<file path="src/rtl/muldiv_seq.sv">
// Sequential unsigned multiply/divide unit. It runs shift-add multiply or restoring
// divide, then writes the low and high result bytes to consecutive registers.
module muldiv_seq #(
    parameter int unsigned WIDTH = 8,
    parameter int unsigned SEL_W = 3
) (
    input  logic             clk,
    input  logic             reset,
    input  logic             start,
    input  logic             op,
    input  logic [WIDTH-1:0] a_in,
    input  logic [WIDTH-1:0] b_in,
    input  logic [SEL_W-1:0] dst,
    output logic             busy,
    output logic             wr_en,
    output logic [SEL_W-1:0] wr_sel,
    output logic [WIDTH-1:0] wr_data,
    output logic             dz
);

    localparam int unsigned CW = $clog2(WIDTH + 1);

    typedef enum logic [1:0] {IDLE, CALC, WR_LO, WR_HI} state_t;

    state_t           state;
    logic [WIDTH-1:0] lo, hi, b_reg;
    logic             op_reg;
    logic [SEL_W-1:0] dst_reg;
    logic [CW-1:0]    count;

    logic [WIDTH-1:0] lo_nx, hi_nx;
    logic [WIDTH:0]   sum, rem_sh;

    // Multiply uses hi:lo as the accumulator with the multiplier in lo.
    // Divide uses hi as the remainder and lo as the dividend/quotient.
    always_comb begin
        lo_nx  = lo;
        hi_nx  = hi;
        sum    = {1'b0, hi} + (lo[0] ? {1'b0, b_reg} : '0);
        rem_sh = {hi, lo[WIDTH-1]};
        if (op_reg) begin
            if (rem_sh >= {1'b0, b_reg}) begin
                hi_nx = WIDTH'(rem_sh - {1'b0, b_reg});
                lo_nx = {lo[WIDTH-2:0], 1'b1};
            end else begin
                hi_nx = rem_sh[WIDTH-1:0];
                lo_nx = {lo[WIDTH-2:0], 1'b0};
            end
        end else begin
            hi_nx = sum[WIDTH:1];
            lo_nx = {sum[0], lo[WIDTH-1:1]};
        end
    end

    always_ff @(posedge clk) begin
        if (reset) begin
            state   <= IDLE;
            lo      <= '0;
            hi      <= '0;
            b_reg   <= '0;
            op_reg  <= 1'b0;
            dst_reg <= '0;
            count   <= '0;
            busy    <= 1'b0;
            wr_en   <= 1'b0;
            wr_sel  <= '0;
            wr_data <= '0;
            dz      <= 1'b0;
        end else begin
            case (state)
                IDLE: begin
                    wr_en <= 1'b0;
                    if (start) begin
                        op_reg  <= op;
                        b_reg   <= b_in;
                        dst_reg <= dst;
                        count   <= CW'(WIDTH);
                        busy    <= 1'b1;
                        if (op && (b_in == '0)) begin
                            dz    <= 1'b1;
                            lo    <= '1;
                            hi    <= a_in;
                            state <= WR_LO;
                        end else begin
                            dz    <= 1'b0;
                            lo    <= a_in;
                            hi    <= '0;
                            state <= CALC;
                        end
                    end
                end
                CALC: begin
                    wr_en <= 1'b0;
                    lo    <= lo_nx;
                    hi    <= hi_nx;
                    count <= count - 1'b1;
                    if (count == CW'(1))
                        state <= WR_LO;
                end
                WR_LO: begin
                    wr_en   <= 1'b1;
                    wr_sel  <= dst_reg;
                    wr_data <= lo;
                    state   <= WR_HI;
                end
                WR_HI: begin
                    wr_en   <= 1'b1;
                    wr_sel  <= dst_reg + 1'b1;
                    wr_data <= hi;
                    busy    <= 1'b0;
                    state   <= IDLE;
                end
                default: state <= IDLE;
            endcase
        end
    end

endmodule

</file>
<file path="config.mk">
export PLATFORM = sky130hd
export DESIGN_NAME = muldiv_seq
export DESIGN_NICKNAME = d
export VERILOG_FILES = /design/src/rtl/muldiv_seq.sv
export SDC_FILE = /design/constraint.sdc
export NUM_CORES = 1
export LEC_CHECK = 0
export CORE_MARGIN = 2
export CORE_UTILIZATION = 60
export DETAILED_ROUTE_END_ITERATION = 6
export PLACE_DENSITY = 0.85
export SLEW_MARGIN = 10
export SYNTH_ARGS = -nofsm -noshare
export SYNTH_HDL_FRONTEND = slang
export SYNTH_SLANG_ARGS = --single-unit
</file>
<file path="constraint.sdc">
create_clock -name clk -period 3.4 [get_ports clk]
set_input_delay 0.34 -clock clk [delete_from_list [all_inputs] [get_ports clk]]
set_output_delay 0.34 -clock clk [all_outputs]
set_load 0.1 [all_outputs]
</file>
==> results.txt, run 1 <==
* Total power draw: 2.95 mW
- Pre-CTS WS: 926 ps
* Register bit total from synthesis: 48
- Yosys mapped a number of flops with a built-in enable equal to 0.
* Number of DRC violations after detailed routing: 0
- The clock passes through at most 2 buffers.
* Mapped Nets: 450
- The critical path is of the register to register type.
- After clock tree synthesis, the flow added hold-fix buffers numbering 0.
- Cell chosen for the clock root: clkbuf_8
- Row count: 26
- Total standard cell area after synthesis: 3180 um2
- At the pin with the least slew margin, the transition time is 985 ps.
- Post-route fraction of the period consumed by the critical path: 73.3%
- Detailed placement finished with a half-perimeter wire length of 6230 um.
- # Max-Cap Violations: 0
- Standard cell with the maximum stage delay on the critical path: dfxtp_1
- After global routing the overflow that remains totals 0.
* Number of nets still failing antenna checks after routing: 0
* Num Clock Sinks: 48
- The count of buffers added on input and output ports is 36.
* Starting utilization of the core area: 62.3%
- CP endpoint kind: register
* Core area: 5110 um2
- Worst Min Path Start: dz$_SDFFE_PP0P_
* Worst-path fanout max: 6
* Clock buffer count from CTS: 5
- In this run the number of H-tree levels came out at 2.
- Number of detailed-route iterations in the first pass: 5
* Setup Total Neg Slack: 0 ps
- On the worst path, the slowest cell contributes a delay of 510 ps.
- The detailed router finished its first iteration with 315 violations.
- The worst-case IR drop observed on VDD is 0.000447 V.
- Number of fillers in the final layout: 441
- In this run the register-to-register setup slack is 910 ps.
- The via count of the first global-routing pass is 2900.
- After technology mapping, the gate count stands at 402.
* Ratio of routed vias to standard cells: 6.11
- The critical path crosses 7 cells after its start point.
* Number of resized instances in the post-cts repair step: 0
- Total cell area at the placement stage: 3540 um2
* Leakage: 1.40 nW
* Die W: 76.8 um
- Dividing the detail-routed wire length by the instance count gives 16.2 um.
- Nets: 473
* Worst path setup slack after routing: 909 ps
- Count of buffers added by post-CTS timing repair for setup: 0
* Die span in y: 76.8 um
- Data arrives at the worst endpoint at 2680 ps.
- List of cells traversed by the critical path: ha_1, a21oi_1, a21oi_1, a21oi_2, nand2_2, mux2_1, a2111oi_2
* Layout-stage area growth over the synthesis result: 14.3%
* I/O pin total: 37
- Final GP Congestion: 0.926
- Global routing used 27.9% of the available tracks across all layers.
* CP startpoint: hi[3]$_SDFFE_PP0P_
- CP Capture Point: hi[1]$_SDFFE_PP0P_
* Critical path buffer and inverter count: 0
- Layout cells sized above 1: 5.41%
* Largest delay share family, worst path: compound AO/OA/AOI/OAI gates
- The Yosys step of the flow raised 0 warnings.
- Number of distinct library cell variants in the gate-level netlist after synthesis: 60
- On the final layout, the worst clock skew is 6.52 ps.
- After layout, the minimum clock period comes to 2490 ps.
* Startpoint types: register
- The die covers 5900 um2.
* Largest net degree at the start of global routing: 40
- Setup repair after global routing missed its margin: false
- For this block, the via count after detailed routing is 3024.
* Clock insertion delay at the later pin of the skew report: 300 ps
- Total wirelength of the detailed-routed design: 8040 um
- Final count of pins violating max slew: 0
- The final count of hold timing violations was 0.
- Final count of negative-setup-slack endpoints: 0
- Syn avg cell area: 7.91 um2
* Non-filler instance count after layout: 495
- Summing all non-filler instances in the final layout gives an area of 3640 um2.
- Counting tap cells, the placed design contains a total of 488 instances.
- Register area share after synthesis: 30.2%
- Destination of the worst register-to-register timing path: hi[1]$_SDFFE_PP0P_
* Status: completed
- After clock tree synthesis, the clock-pin slew on the worst setup and hold paths is 90 ps.
* CTS tree: yes
- Cells on worst reg2reg path: 7
- The first global-routing pass estimated 13400 um of wire.
* Power per Cell Area: 811 nW/um2
* Antenna diode instance count: 0
* Maximum clock frequency: 401 MHz
- Share of flip-flops with an asynchronous set or reset after synthesis: 0%
* Crit-path most repeated cell: a21oi_1
- The most used flip-flop cell after synthesis is dfxtp_1.
* Number of antenna violations at the first check in global routing: 0
- RR Startpoint: hi[3]$_SDFFE_PP0P_
* Class of the worst hold path: register to register
- For the worst setup path, the data required time is 3590 ps.
- Worst slew slack as a fraction of its limit: 34.1%
-- layout make-up --
| class | count | area, um2 | share of cell area, % |
|---|---|---|---|
| multi-input cells | 311 | 2040 | 56.1 |
| flip-flops and latches | 48 | 961 | 26.4 |
| repair buffers | 39 | 383 | 10.5 |
| well taps | 70 | 87.6 | 2.41 |
| clock buffers | 6 | 82.6 | 2.27 |
| inverters | 20 | 75.1 | 2.06 |
| clock inverters | 1 | 8.76 | 0.241 |
-- cell usage in the layout (no fill, tap or decap), types with 6 or more instances in the layout --
| cell | instances |
|---|---|
| and2_1 | 10 |
| inv_1 | 20 |
| o21ai_0 | 15 |
| mux2i_1 | 16 |
| nor2_1 | 45 |
| clkdlybuf4s50_1 | 36 |
| a21oi_1 | 47 |
| dfxtp_1 | 48 |
| nor3_1 | 8 |
| ha_1 | 23 |
| a211oi_1 | 14 |
| nand2_1 | 45 |
| xnor2_1 | 6 |
| clkbuf_8 | 6 |
-- synth_stat cells (5+ instances only) --
master	n	share of area [%]
dfxtp_1	48	30
a21oi_1	47	7.4
nand2_1	45	5.3
nor2_1	45	5.3
ha_1	23	9.0
inv_1	20	2.4
mux2i_1	16	5.0
clkbuf_1	15	1.8
o21ai_0	15	2.4
a211oi_1	14	3.3
and2_1	10	2.0
nor3_1	8	1.3
xnor2_1	6	1.7
a221oi_1	5	1.4
nand3_1	5	0.79
nor2b_1	5	0.98
-- report_power, final --
| group | internal [mW] | switching (mW) |
|---|---|---|
| Clock | 0.162 | 0.193 |
| Combinational | 0.615 | 1.10 |
| Sequential | 0.707 | 0.174 |
-- cell families after synthesis --
family / share of synthesized area, %
and+or+nand+nor: 20.3
AOI/OAI and AO/OA: 25.0
DFF: 30.2
buffers and inverters: 5.74
adders and majority gates: 10.3
muxes: 5.74
xor gates and xnor gates: 2.75
-- per-layer routing --
| layer | routed length [um] | GRT usage [%] | up-vias |
|---|---|---|---|
| li1 | - | - | 1480 |
| met5 | 0 | 0 | - |
| met4 | 130 | 9.45 | 0 |
| met1 | 3440 | 34.6 | 1415 |
| met3 | 501 | 3.76 | 15 |
| met2 | 3970 | 49.6 | 114 |
-- worst min path at each step --
stage	end	cells past startpoint
6_report	dz$_SDFFE_PP0P_	2
5_1_grt	dz$_SDFFE_PP0P_	2
4_1_cts	dz$_SDFFE_PP0P_	2
3_5_place_dp	dz$_SDFFE_PP0P_	2
3_3_place_gp	dz$_SDFFE_PP0P_	2
2_1_floorplan	b_reg[2]$_SDFFE_PP0P_	2
-- worst register-to-register path: cells and delay by family (launching register included) --
family                     cells  cell delay [ps]
muxes                          1              380
and+or+nand+nor                1              190
DFF                            1              510
AOI/OAI and AO/OA              4              970
adders and majority gates      1              340
-- stage by stage --
stage          util, %  hold slack, ps
5_1_grt           71.2             488
6_report          71.2             459
4_1_cts           71.2             463
2_1_floorplan        -             445
3_3_place_gp      69.4             446
3_5_place_dp      69.4             450
Power figures use the tool's default switching activity.
==> run 2, diff against run 1 <==
- CORE_UTILIZATION: 60 -> 57
- PLACE_DENSITY: 0.85 -> 0.81
- clock period: 3.4 -> 2.4 ns (I/O delays scaled with it)
==> run 2 against run 1 <==
Net effect:
- final cell count is 3.8% higher
- wire length is 6.7% higher
- global-route usage is 0.68 points higher
- sequential power is 38% higher
- critical path type unchanged
==> results.txt, run 2 (synthesized netlist as in run 1, its figures left out) <==
- Antenna diode instance count: 0 (unchanged)
- Leading cell types in the layout, fill and taps excluded: dfxtp_1 (48), a21oi_1 (47), nor2_1 (45), nand2_1 (45), buf_4 (33)
* Arrival time at the worst endpoint: 2500 ps (-180 ps)
- The number of vias in the routed layout was 3076 (+1.7%).
- Worst-path fanout max: 3 (-3)
- Status: completed
- Layout cells sized above 1: 12.2% (+6.8 points)
* Final hold violations: 0 (unchanged)
- The power share of the clock group is 12.3% (+0.2 points).
- The number of setup buffers added after CTS was 0 (unchanged).
* Startpoint types: register
- The setup skew after layout is 8.51 ps (+1.99 ps).
- Setup repair after global routing left no endpoint under its margin.
* CTS H-Tree Depth: 2 (unchanged)
- Design internal power: 2.20 mW (+48%)
- The combined flip-flop and latch cell area was 961 um2 (unchanged).
* Worst Hold End: dz$_SDFFE_PP0P_
* Number of resized instances in the post-cts repair step: 0 (unchanged)
* I/O pin total: 37 (unchanged)
- The number of placed cells counting well taps was 506 (+3.7%).
- Min cycle time layout: 2300 ps (-191 ps)
- The critical path is of the register to register type.
- The final cycle utilization of the critical path came to 95.9% (+23 points).
- Compared with the post-synthesis result, the final layout area differs by 17.2%.
* Core area: 5440 um2 (+6.5%)
- The worst reg-to-reg setup slack is 100 ps (-810 ps).
- The count of fill cells added during filler insertion was 469 (+6.3%).
- The depth of the worst register-to-register path came to 9 (+2).
- The wire length reported by the detailed router was 8590 um (+6.7%).
- The upper clock frequency limit is 435 MHz (+8.3%).
- The switching part of the total was 49.1% (-0.55 points).
- Non-filler instance count after layout: 514 (+3.8%)
- Total congestion overflow: 0 (unchanged)
- Power per Cell Area: 1160 nW/um2 (+43%)
- The count of max-cap constraint violations is 0 (unchanged).
- The worst hold path stage count was 2 (unchanged).
- The cell leakage power is 1.52 nW (+8.1%).
- Hold_buf cts: 0 (unchanged)
- The overall global routing resource usage came to 28.6% (+0.68 points).
- Number of DRC markers in iteration 0: 229 (-27%)
- The global placer's final weighted congestion came to 0.988 (+6.7%).
- The setup-violating endpoint count in the final report was 0 (unchanged).
- Maximum clock insertion buffer count: 2 (unchanged)
- The clock transition at the registers of the reported paths came to 100 ps (about the same).
* Largest net degree at the start of global routing: 25 (-38%)
* Row count: 27 (+3.8%)
* Number of DRC violations after detailed routing: 0 (unchanged)
- Slew @ Worst Pin: 465 ps (-520 ps)
* Worst slew slack as a fraction of its limit: 68.7% (+35 points)
- Die span in y: 78.7 um (+2.5%)
* CP startpoint: b_reg[0]$_SDFFE_PP0P_
* Class of the worst hold path: register to register
* CP endpoint kind: register
- The count of nets after finishing was 489 (+3.4%).
- Area enclosed by the die boundary: 6200 um2 (+5.0%)
* Data required time of the critical path: 2600 ps (-990 ps)
* Worst path setup slack after routing: 99.3 ps (-809 ps)
* Num Clock Sinks: 48 (unchanged)
* Combinational fraction of design power: 59.5% (+1.5 points)
* Wire length of the first global-routing pass: 13800 um (+3.0%)
* Register share of total power: 28.2% (-1.7 points)
- The total iterations of the first detailed-routing run is 5 (unchanged).
- Multi-input gate area in the final layout: 2040 um2 (unchanged)
- The post-route setup TNS came to 0 ps (unchanged).
- Cell chosen for the clock root: clkbuf_8
* IO buf count: 36 (unchanged)
- The maximum vdd ir drop came to 0.000575 V (+29%).
- Number of nets still failing antenna checks after routing: 0 (unchanged)
- The startpoint identified for the worst register-to-register timing path is b_reg[0]$_SDFFE_PP0P_.
- The CTS buffer count is 5 (unchanged).
- Detailed-route wire length per cell: 16.7 um (+2.8%)
- The startpoint identified for the worst hold timing path is dz$_SDFFE_PP0P_.
- The post-placement worst setup slack is 171 ps (-755 ps).
- Clock insertion delay at the later pin of the skew report: 310 ps (about the same)
- The final count of pins violating max slew came to 0 (unchanged).
- Leaving out fill and tap cells, the most frequent cell in the layout is dfxtp_1.
- The number of antenna violations at the first check in global routing came to 0 (unchanged).
- Destination of the worst register-to-register timing path: hi[5]$_SDFFE_PP0P_
* CTS tree: yes
- Ratio of routed vias to standard cells: 5.98 (-2.0%)
* Die W: 78.7 um (+2.5%)
- Starting utilization of the core area: 58.5% (-3.8 points)
* Sw power: 2.12 mW (+45%)
- Placed wire-length estimate after detailed placement: 6590 um (+5.7%)
- The via count of the first global-routing pass was 2851 (-1.7%).
run 2: cell types whose count changed in the layout (fill, tap and decap cells not counted), sizes merged:
cell,change
buf,+30
clkdlybuf4s50,-14
inv,+1
run 2: critical path: stages (launching register included):
cell      delay (ps)
dfxtp_1          350
and2_1           140
ha_1             220
fa_1             440
a211o_1          280
o211ai_1         110
a21oi_1          120
xnor2_1          120
or3_1            300
o311ai_0         110
run 2: power groups by stage:
| stage | Clock [mW] | Combinational, mW | Sequential, mW |
|---|---|---|---|
| final | 0.533 | 2.57 | 1.22 |
| after global routing | 0.567 | 2.81 | 1.24 |
| after CTS | 0.532 | 2.55 | 1.22 |
| after detailed placement | 0 | 2.53 | 1.24 |
| after global placement | 0 | 2.47 | 1.22 |
| after floorplan | 0 | 1.64 | 1.44 |
run 2: metal layers:
metal	vias up	routed length, um	global-route usage (%)
li1	1513	-	-
met3	38	516	5.45
met2	131	3870	45.8
met5	-	0	0
met1	1394	3840	37.2
met4	0	354	13.7
run 2: cell type report:
class                           instances  share of cell area, %
Multi-Input combinational cell        311                   54.7
Clock buffer                            6                   2.21
Tap cell                               72                   2.42
Clock inverter                          2                  0.369
Timing Repair Buffer                   55                   12.6
Inverter                               20                   2.01
Sequential cell                        48                   25.8
run 2: how the worst max path moves through the flow:
stage | to | cells after the start
floorplan | hi[5]$_SDFFE_PP0P_ | 10
global placement | hi[5]$_SDFFE_PP0P_ | 9
detailed placement | hi[5]$_SDFFE_PP0P_ | 9
CTS | hi[5]$_SDFFE_PP0P_ | 9
global route | hi[1]$_SDFFE_PP0P_ | 8
finish | hi[5]$_SDFFE_PP0P_ | 9
run 2: metrics by stage:
stage / util, % / hold WS (ps) / instance area, um2 / total power [mW]
floorplan: - / 376 / 3180 / 3.08
global placement: 66.8 / 449 / 3630 / 3.69
detailed placement: 66.8 / 453 / 3630 / 3.76
CTS: 68.6 / 466 / 3730 / 4.30
global route: 68.6 / 487 / 3730 / 4.61
finish: 68.6 / 464 / 3730 / 4.33
==> run 3, diff against run 2 <==
- ABC_AREA: default -> 1
- CORE_MARGIN: 2 -> default
==> run 3 against run 2 <==
Net effect:
- clock skew is 3.5 ps higher
- register-to-register slack better by 120 ps
- area after synthesis up 4.7%
- clock power is 9.2% higher
- first-iteration DRC count rose by 66%
- largest cell class unchanged
- design area grew 2.6%
- hold slack improved by 8.6 ps
- total power grew 33%
==> results.txt, run 3 <==
- The run finished with clean final reports.
- Maximum clock frequency: 458 MHz (+5.3%)
- The number of levels in the clock H-tree came to 2 (unchanged).
- Hold_buf cts: 0 (unchanged)
* Share of flip-flops with an asynchronous set or reset after synthesis: 0% (unchanged)
- Placed cells: 591 (+17%)
- Number of resized instances in the post-cts repair step: 0 (unchanged)
- In this run the top signal layer used is met4.
- Number of antenna violations at the first check in global routing: 0 (unchanged)
* Total congestion overflow: 0 (unchanged)
- Kind of critical path: register to register
- TritonCTS built the clock tree.
- Vias after detailed routing: 3547 (+15%)
- Sw power: 3.17 mW (+49%)
- Sorting the synthesized cells by how often they occur yields nand2_1 (91), o21ai_0 (71), inv_1 (68).
- Of all cell types, the one taking the most synthesized area is dfxtp_1.
* Crit-path most repeated cell: inv_1
- The via count of the first global-routing pass is 3126 (+9.6%).
- Clock buffer count from CTS: 5 (unchanged)
* Total power draw: 5.74 mW (+33%)
- The setup-violating endpoint count in the final report was 0 (unchanged).
- The starting density of the core was 59.8% (+1.3 points).
- The Yosys warning count was 0 (unchanged).
- Post-layout instance area: 3830 um2 (+2.6%)
* Layout-stage area growth over the synthesis result: 14.9%
* Largest clock skew in the final design: 12.0 ps (+3.52 ps)
- Wire length on met3: 747 um (+45%)
- The largest individual stage delay along the critical path comes from the cell o21ai_2.
- Startpoint types: register
- The number of synthesized flops with an enable pin came to 0 (unchanged).
* GRT Overall Usage: 29.9% (+1.3 points)
* Min cycle time layout: 2190 ps (-116 ps)
* Top-area cell type share of the netlist area: 28.9% (-1.4 points)
- The number of DRC markers in iteration 0 came to 381 (+66%).
* Nets: 574 (+17%)
- The tree is rooted in a clkbuf_8.
- The final cycle utilization of the critical path was 91.0% (-4.8 points).
- The worst setup path is captured at a register.
* Leading cell types in the layout, fill and taps excluded: nand2_1 (91), o21ai_0 (71), inv_1 (68)
- Setup repair after global routing left no endpoint under its margin.
- The cell area after synthesis is 3330 um2 (+4.7%).
- Data required time of the critical path: 2620 ps (+20 ps)
* Design internal power: 2.57 mW (+17%)
- The portion of total power attributed to sequential cells is 25.0% (-3.2 points).
- The met1 wire length came to 3840 um (-0.13%).
- Slew @ Worst Pin: 1040 ps (+573 ps)
- Among all flip-flop cells after synthesis, the most frequent one is dfxtp_1.
* Number of nets still failing antenna checks after routing: 0 (unchanged)
* Worst slew slack as a fraction of its limit: 30.8% (-38 points)
- Sorting the synthesized cells by area gives the leading types as dfxtp_1 (29%), o21ai_0 (11%), nand2_1 (10%), ha_1 (8.6%), inv_1 (7.7%).
* Core area: 5570 um2 (+2.5%)
- Leaving out fill and tap cells, the most frequent cell in the layout is nand2_1.
* Antenna diode instance count: 0 (unchanged)
- IO buf count: 36 (unchanged)
* Register bit total from synthesis: 48 (unchanged)
- Clock-pin slew of the registers on the worst-case setup and hold paths: 100 ps (about the same)
* Register area share after synthesis: 28.9% (-1.4 points)
- The synthesized netlist net count is 542 (+20%).
* Number of detailed-route iterations in the first pass: 6 (+1)
- Count of mapped cells out of synthesis: 494 (+23%)
- The count of unresolved DRC violations after routing is 0 (unchanged).
- Final count of pins violating max slew: 0 (unchanged)
- The count of max-cap constraint violations was 0 (unchanged).
* Final GP Congestion: 0.983 (-0.53%)
- The path class of the tightest hold or removal check is register to register.
- List of cells traversed by the critical path: inv_1, ha_1, o21ai_2, inv_1, nor2_1, a31o_2, inv_1
- The mean instance size in the synthesized netlist was 6.74 um2 (-15%).
* Total cell area at the placement stage: 3720 um2 (+2.4%)
- The count of standard-cell rows came to 27 (unchanged).
* Combinational fraction of design power: 64.8% (+5.3 points)
- Clock network fraction of design power: 10.1% (-2.2 points)
- The area of the die is 6150 um2 (-0.70%).
- The number of setup buffers added after CTS came to 0 (unchanged).
* Ratio of routed vias to standard cells: 5.92 (-1.1%)
- Pre-CTS WS: 267 ps (+96.7 ps)
- Largest voltage drop on the vdd net: 0.000962 V (+67%)
- Among all cell types in the netlist, the one instantiated most often is nand2_1.
- Number of fillers in the final layout: 493 (+5.1%)
- Clock insertion delay at the later pin of the skew report: 300 ps (about the same)
- Maximum clock insertion buffer count: 2 (unchanged)
- Worst-case hold slack: 473 ps (+8.65 ps)
* Die span in y: 78.4 um (-0.35%)
* Wire length of the first global-routing pass: 14400 um (+4.6%)
- The post-synthesis cell type count came to 37 (-38%).
* Largest net degree at the start of global routing: 34 (+36%)
- Total wirelength of the detailed-routed design: 8840 um (+2.9%)
- The post-route setup TNS came to 0 ps (unchanged).
* Worst-path fanout max: 33 (+30)
- Leakage: 1.84 nW (+21%)
- Placed wire-length estimate after detailed placement: 6670 um (+1.3%)
- The setup slack of the critical path after layout was 215 ps (+116 ps).
* Stage delay of the slowest cell on the critical path: 830 ps (+390 ps)
* Non-filler instance count after layout: 599 (+17%)
- Num Clock Sinks: 48 (unchanged)
* Final core occ: 68.6% (+0.089 points)
- Final hold violations: 0 (unchanged)
* Power per Cell Area: 1500 nW/um2 (+29%)
- The length of routed met2 wiring was 3960 um (+2.2%).
* Die W: 78.4 um (-0.35%)
- Sw Share: 55.2% (+6.1 points)
- The total area of multi-input combinational cells was 2020 um2 (-1.1%).
- The combined flip-flop and latch cell area was 961 um2 (unchanged).
* I/O pin total: 37 (unchanged)
- Detailed-route wire length per cell: 14.8 um (-12%)
- The critical path data arrival time came to 2400 ps (-100 ps).
- The fraction of final layout cells with drive strength greater than 1 is 10.8% (-1.4 points).
run 3: cells by family after synthesis:
family                   count (synthesis)  synth area share (%)
AO/OA/AOI/OAI                          139                  22.8
AND/OR/NAND/NOR                        186                  26.5
flip-flops                              48                  28.9
adder cells (fa/ha/maj)                 25                  9.84
XOR/XNOR                                 5                  1.32
buffers and inverters                   91                  10.6
run 3: power by group through the flow:
stage / Sequential (mW) / Clock, mW / Combinational [mW]
floorplan: 1.87 / 0 / 2.37
global placement: 1.42 / 0 / 3.57
detailed placement: 1.43 / 0 / 3.66
CTS: 1.41 / 0.580 / 3.68
global route: 1.46 / 0.623 / 4.07
finish: 1.44 / 0.582 / 3.72
run 3: critical path: cells and delay by family, from the launching register on:
family / cells / cell delay (ps)
fa+ha+maj: 1 / 250
simple gates: 1 / 150
flops: 1 / 390
buf+inv: 3 / 310
compound gates: 2 / 980
run 3: cell type report:
class                           instances  share of cell area [%]
Multi-Input combinational cell        355                    52.7
Sequential cell                        48                    25.1
Timing Repair Buffer                   43                    9.88
Inverter                               73                    7.16
Tap cell                               72                    2.35
Clock buffer                            6                    1.90
Clock inverter                          2                   0.916
run 3: path summary, 6_finish.rpt:
path	to	startpoint	depth (start not counted)	slack, ps
setup / recovery	lo[3]$_SDFFE_PP0P_	state[0]$_SDFFE_PP0P_	7	210
setup reg to reg	lo[3]$_SDFFE_PP0P_	state[0]$_SDFFE_PP0P_	7	210
hold reg to reg	count[1]$_SDFFE_PP0P_	count[1]$_SDFFE_PP0P_	2	470
hold / removal	count[1]$_SDFFE_PP0P_	count[1]$_SDFFE_PP0P_	2	470
run 3: metal layers:
metal  GRT usage [%]  vias up
met1            39.1     1637
met4            11.1        0
li1                -     1707
met2            49.4      177
met3            4.77       26
met5               0        -
